**src/rtl/fetch_prefetch_queue.sv**
```systemverilog
// Instruction-fetch front end: single-outstanding I-cache reads feeding a DEPTH-entry
// {pc, instr} prefetch FIFO, with redirect flushing both the queue and the in-flight fetch.
module fetch_prefetch_queue #(
    parameter int unsigned      WIDTH    = 16,
    parameter int unsigned      DEPTH    = 4,
    parameter int unsigned      PC_STEP  = 2,
    parameter logic [WIDTH-1:0] RESET_PC = '0
) (
    input  logic                   clk,
    input  logic                   rst_n,
    output logic                   icache_read,
    output logic [WIDTH-1:0]       icache_addr,
    input  logic                   icache_resp,
    input  logic [WIDTH-1:0]       icache_rdata,
    input  logic                   redirect,
    input  logic [WIDTH-1:0]       redirect_pc,
    input  logic                   id_ready,
    output logic                   id_valid,
    output logic [WIDTH-1:0]       id_instr,
    output logic [WIDTH-1:0]       id_pc,
    output logic                   inject_nop,
    output logic [$clog2(DEPTH):0] q_count
);

    localparam int unsigned PW = $clog2(DEPTH);
    localparam int unsigned CW = PW + 1;

    typedef enum logic [1:0] {IDLE, REQ, DROP} state_e;

    state_e           state_q;
    logic [WIDTH-1:0] fetch_pc_q;
    logic [WIDTH-1:0] drop_addr_q;
    logic [PW-1:0]    wr_ptr_q, wr_ptr_d;
    logic [PW-1:0]    rd_ptr_q, rd_ptr_d;
    logic [CW-1:0]    count_q, count_d;
    logic [WIDTH-1:0] instr_mem [DEPTH];
    logic [WIDTH-1:0] pc_mem    [DEPTH];
    logic             push;
    logic             pop;
    logic             room;

    // Redirect overrides both push and pop so a flush cycle never touches storage.
    assign push = (state_q == REQ) && icache_resp && !redirect;
    assign pop  = id_valid && id_ready && !redirect;
    assign room = (count_d < CW'(DEPTH));

    always_comb begin
        wr_ptr_d = wr_ptr_q;
        rd_ptr_d = rd_ptr_q;
        count_d  = count_q;
        if (redirect) begin
            wr_ptr_d = '0;
            rd_ptr_d = '0;
            count_d  = '0;
        end else begin
            if (push) wr_ptr_d = wr_ptr_q + PW'(1);
            if (pop)  rd_ptr_d = rd_ptr_q + PW'(1);
            unique case ({push, pop})
                2'b10:   count_d = count_q + CW'(1);
                2'b01:   count_d = count_q - CW'(1);
                default: count_d = count_q;
            endcase
        end
    end

    always_ff @(posedge clk or negedge rst_n) begin
        if (!rst_n) begin
            state_q     <= IDLE;
            fetch_pc_q  <= RESET_PC;
            drop_addr_q <= '0;
        end else begin
            unique case (state_q)
                IDLE: begin
                    if (redirect) begin
                        fetch_pc_q <= redirect_pc;
                        state_q    <= REQ;
                    end else if (room) begin
                        state_q <= REQ;
                    end
                end
                REQ: begin
                    if (icache_resp) begin
                        if (redirect) begin
                            fetch_pc_q <= redirect_pc;
                        end else begin
                            fetch_pc_q <= fetch_pc_q + WIDTH'(PC_STEP);
                            state_q    <= room ? REQ : IDLE;
                        end
                    end else if (redirect) begin
                        // Keep the outstanding address on the bus until its response drains.
                        drop_addr_q <= fetch_pc_q;
                        fetch_pc_q  <= redirect_pc;
                        state_q     <= DROP;
                    end
                end
                DROP: begin
                    if (redirect)    fetch_pc_q <= redirect_pc;
                    if (icache_resp) state_q    <= REQ;
                end
                default: state_q <= IDLE;
            endcase
        end
    end

    always_ff @(posedge clk or negedge rst_n) begin
        if (!rst_n) begin
            wr_ptr_q <= '0;
            rd_ptr_q <= '0;
            count_q  <= '0;
            for (int unsigned i = 0; i < DEPTH; i++) begin
                instr_mem[i] <= '0;
                pc_mem[i]    <= '0;
            end
        end else begin
            wr_ptr_q <= wr_ptr_d;
            rd_ptr_q <= rd_ptr_d;
            count_q  <= count_d;
            if (push) begin
                instr_mem[wr_ptr_q] <= icache_rdata;
                pc_mem[wr_ptr_q]    <= fetch_pc_q;
            end
        end
    end

    assign icache_read = (state_q != IDLE);
    assign icache_addr = (state_q == DROP) ? drop_addr_q : fetch_pc_q;
    assign id_valid    = (count_q != '0);
    assign id_instr    = instr_mem[rd_ptr_q];
    assign id_pc       = pc_mem[rd_ptr_q];
    assign inject_nop  = ~id_valid;
    assign q_count     = count_q;

endmodule
```
**config.mk**
```make
export PLATFORM = sky130hd
export DESIGN_NAME = fetch_prefetch_queue
export DESIGN_NICKNAME = d
export VERILOG_FILES = /design/src/rtl/fetch_prefetch_queue.sv
export SDC_FILE = /design/constraint.sdc
export NUM_CORES = 1
export LEC_CHECK = 0
export ABC_CLOCK_PERIOD_IN_PS = 2650
export CAP_MARGIN = 20
export CORE_UTILIZATION = 53
export CTS_BUF_LIST = sky130_fd_sc_hd__clkbuf_8
export CTS_CLUSTER_SIZE = 14
export DETAILED_ROUTE_END_ITERATION = 16
export PLACE_DENSITY = 0.82
export REMOVE_ABC_BUFFERS = 1
export SLEW_MARGIN = 20
export SYNTH_ARGS = -nofsm -noshare
export SYNTH_HDL_FRONTEND = slang
export SYNTH_SLANG_ARGS = --single-unit
```
**constraint.sdc**
```tcl
create_clock -name clk -period 2.65 [get_ports clk]
set_clock_uncertainty 0.05 [all_clocks]
set_input_delay 0.53 -clock clk [delete_from_list [all_inputs] [get_ports clk]]
set_output_delay 0.53 -clock clk [all_outputs]
set_load 0.02 [all_outputs]
```
==> flow_metrics.py <==
metrics = {
    "status": {
        "run_status": "finished, violations left",
        "violations": "negative hold slack",
    },
    "sta": {
        "final_min_period_over_clock_period_pct": 97.7,
        "finalHoldViolations": 9,
        "tightest_slew_ns": 0.585,
        "fin_crit_ns": 2.59,
        "final-setup-viol-count": 0,
        "fmaxAchievable_ghz": 0.386,
        "worst_hold_margin_ns": -0.00938,
        "slew_violations": 0,
        "slew_headroom_pct": 61.0,
        "fin_ws_ns": 0.0622,
        "setup-tns-final_ns": 0,
    },
    "setup_path": {
        "r2r.worst_path.cells": 10,
        "startpoint_type": "flip-flop",
        "crit_slowest_cell": "sky130_fd_sc_hd__dfrtp_2",
        "worst_setup_path_end_kind": "output port",
        "crit_chain": "nor2b_4 > clkbuf_4 > mux2_2 > dlygate4sd2_1",
        "regToRegSetupSlack_ns": 0.15,
        "cp-startpoint": "state_q[0]",
        "reg2reg_from": "q_count[2]",
        "crit_arrival_ns": 2.01,
        "slowest_delay_ns": 0.48,
        "cp_max_fo": 9,
        "worstSetupPathType": "reg -> out",
        "crit_required_ns": 2.07,
        "rr_endpoint": "state_q[0]",
    },
    "route": {
        "drc": 0,
        "num_vias": 5198,
        "drt-initial-drc-count": 402,
        "drt-total-wl_um": 18300,
        "drtPass1Iterations": 5,
        "post_drt_via_cell_ratio": 5.75,
        "detail_route.wl_per_cell_um": 20.3,
        "drt.antenna.violating_nets": 0,
    },
    "floorplan": {
        "rows": 46,
        "top_level_ports": 91,
        "die-width_um": 129,
        "core_area_um2": 15800,
        "floorplan.die_area_um2": 16700,
        "die_height_um": 129,
        "starting_density_of_the_core_pct": 54.2,
    },
    "yosys": {
        "yosys_most_used_dff": "sky130_fd_sc_hd__dfrtp_1",
        "postSynthCellCount": 579,
        "synth_async_sr_flop_share_pct": 100,
        "synth_edf_count": 0,
        "postSynthRegisterBits": 169,
        "yosysUniqueCellTypes": 53,
        "ys_seq_area_share_pct": 49.3,
        "synth_largest_area_cell": "sky130_fd_sc_hd__dfrtp_1",
        "ys.warnings.count": 0,
        "yosys-top-cells-area": "sky130_fd_sc_hd__dfrtp_1 (49%), sky130_fd_sc_hd__mux2_4 (21%), sky130_fd_sc_hd__mux4_2 (8.4%)",
        "yosysTopAreaCellShare_pct": 49.3,
        "synthesis.area_per_instance_um2": 14.8,
        "post_synth_instance_area_um2": 8580,
    },
    "global_routing": {
        "grt_remaining_overflow": 0,
        "grt_first_pass_wirelength_um": 29800,
        "antenna_violations_before_repair": 0,
        "grt.total_usage_pct": 23.8,
        "grt_pass1_vias": 5550,
        "grt_max_degree": 64,
    },
    "worst_hold_path": {
        "hold_path.class": "in -> async",
    },
    "layout": {
        "fin_nets": 721,
        "post_route_cells_drive_above_1_share_pct": 38.1,
        "synthToLayoutAreaGrowth_pct": 19.0,
        "num_antenna_cells": 0,
        "n_fill_cell": 1150,
    },
    "cts": {
        "clock_sinks": 169,
        "cts_max_path_buffers": 2,
        "h-tree-depth": 4,
        "cts_tree": "yes",
        "clock-root-buffer": "sky130_fd_sc_hd__clkbuf_8",
        "cts_hold_repair.buffers": 0,
        "cts-buffers-inserted": 17,
        "clkSlewWorstSetupHoldPaths_ns": 0.09,
        "insertion_delay_ns": 0.45,
    },
    "place": {
        "gp_congestion": 0.869,
        "detailed_place_hpwl_um": 12300,
        "worst_slack_after_detailed_placement_ns": -0.141,
        "placement.io_buffers": 90,
    },
    "power": {
        "power.density_nw_per_um2": 840,
        "static-leakage-power_nw": 4.94,
        "vdd.ir_drop.worst_uv": 487,
    },
    "run": {
        "cap_viol_max_count": 0,
    },
}
[kinds of logic after synthesis]
| family | share of synthesized area, % |
|---|---|
| mux | 35.1 |
| flops | 49.3 |
| simple gates | 5.40 |
| buf+inv | 4.21 |
| compound gates | 4.07 |
| fa+ha+maj | 1.31 |
| xor+xnor | 0.613 |
[placed cells by master (no fill, tap or decap), types with 17 or more instances in the layout]
| master | n |
|---|---|
| sky130_fd_sc_hd__mux4_2 | 32 |
| sky130_fd_sc_hd__mux2_4 | 120 |
| sky130_fd_sc_hd__buf_4 | 26 |
| sky130_fd_sc_hd__mux2_1 | 17 |
| sky130_fd_sc_hd__clkbuf_8 | 19 |
| sky130_fd_sc_hd__clkdlybuf4s50_1 | 40 |
| sky130_fd_sc_hd__o21ai_0 | 17 |
| sky130_fd_sc_hd__dlygate4sd2_1 | 48 |
| sky130_fd_sc_hd__mux2_2 | 22 |
| sky130_fd_sc_hd__nor2_1 | 20 |
| sky130_fd_sc_hd__dfrtp_1 | 166 |
[worst max path at each step]
stage / to / slack, ns / cells past startpoint
final: icache_addr[13] / 0.06 / 4
after detailed placement: state_q[0] / -0.14 / 11
after global routing: icache_addr[13] / -0.008 / 4
after CTS: id_pc[8] / 0.03 / 3
after global placement: state_q[0] / -0.08 / 11
after floorplan: id_instr[0] / -0.07 / 1
[through the flow]
step           utilization, %  cells  power (W)  hold WS [ns]  cell area, µm²
2_1_floorplan               -    529    0.00576         0.184            8270
3_3_place_gp             62.0    869    0.00676         0.412            9810
3_5_place_dp             62.0    869    0.00692         0.424            9810
4_1_cts                  64.3    902    0.00863       0.00230           10200
5_1_grt                  64.5    904    0.00904       0.00865           10200
6_report                 64.5    904    0.00858      -0.00938           10200
[Yosys cell counts (3+ instances only)]
cell	number
sky130_fd_sc_hd__mux2_2	22
sky130_fd_sc_hd__nor4_1	3
sky130_fd_sc_hd__buf_6	13
sky130_fd_sc_hd__mux2_4	120
sky130_fd_sc_hd__nor2_1	20
sky130_fd_sc_hd__nand3_1	11
sky130_fd_sc_hd__nand2_1	15
sky130_fd_sc_hd__ha_1	9
sky130_fd_sc_hd__clkbuf_1	18
sky130_fd_sc_hd__nor3_1	3
sky130_fd_sc_hd__mux2i_1	5
sky130_fd_sc_hd__a21oi_1	15
sky130_fd_sc_hd__a311oi_1	4
sky130_fd_sc_hd__nand4_1	5
sky130_fd_sc_hd__and3_1	5
sky130_fd_sc_hd__mux2_1	17
sky130_fd_sc_hd__nand2_4	4
sky130_fd_sc_hd__nor2b_1	3
sky130_fd_sc_hd__buf_2	14
sky130_fd_sc_hd__dfrtp_1	169
sky130_fd_sc_hd__o21ai_0	17
sky130_fd_sc_hd__buf_4	3
sky130_fd_sc_hd__mux4_2	32
sky130_fd_sc_hd__inv_1	10
sky130_fd_sc_hd__xor2_1	4
[report_power, final]
part	internal (W)	leakage [nW]	switching, W	total, W
logic	0.00165	2.58	0.00111	0.00276
clock network	0.000914	0.206	0.00100	0.00192
registers	0.00337	2.15	0.000526	0.00390
[flip-flops by register name, summed over array words and instances, names as in the netlist]
register and count:
wr_ptr_q 2, drop_addr_q 16, fetch_pc_q 16, rd_ptr_q 2, q_count 3, pc_mem 64, instr_mem 64, state_q 2
[per-layer routing]
layer / up-vias / share of wire, % / track usage (%)
li1: 2303 / - / -
met1: 2715 / 45 / 32.5
met2: 159 / 49 / 38.8
met3: 21 / 5.5 / 5.74
met4: 0 / 1.0 / 5.26
met5: - / 0 / 0
[final cells by class]
type,count,area (µm²),share of cell area [%]
Tap cell,216,270,2.65
Clock buffer,19,262,2.56
Multi-Input combinational cell,348,4010,39.2
Timing Repair Buffer,127,1240,12.1
Sequential cell,169,4230,41.5
Clock inverter,13,156,1.53
Inverter,12,47.5,0.466
[critical path, delay by kind of cell, from the launching register on]
family                 cells  cell delay [ns]
buffers and inverters      2             0.55
and+or+nand+nor            1             0.17
muxes                      1             0.35
DFF                        1             0.48
[repair_timing]
action / in CTS / in global routing
gates resized for setup: 51 / 7
endpoints found under the setup margin: 49 / 10
cloned: 0 / 1
buffers inserted: 1 / 1
No activity file was read; power rests on OpenSTA's default activity.
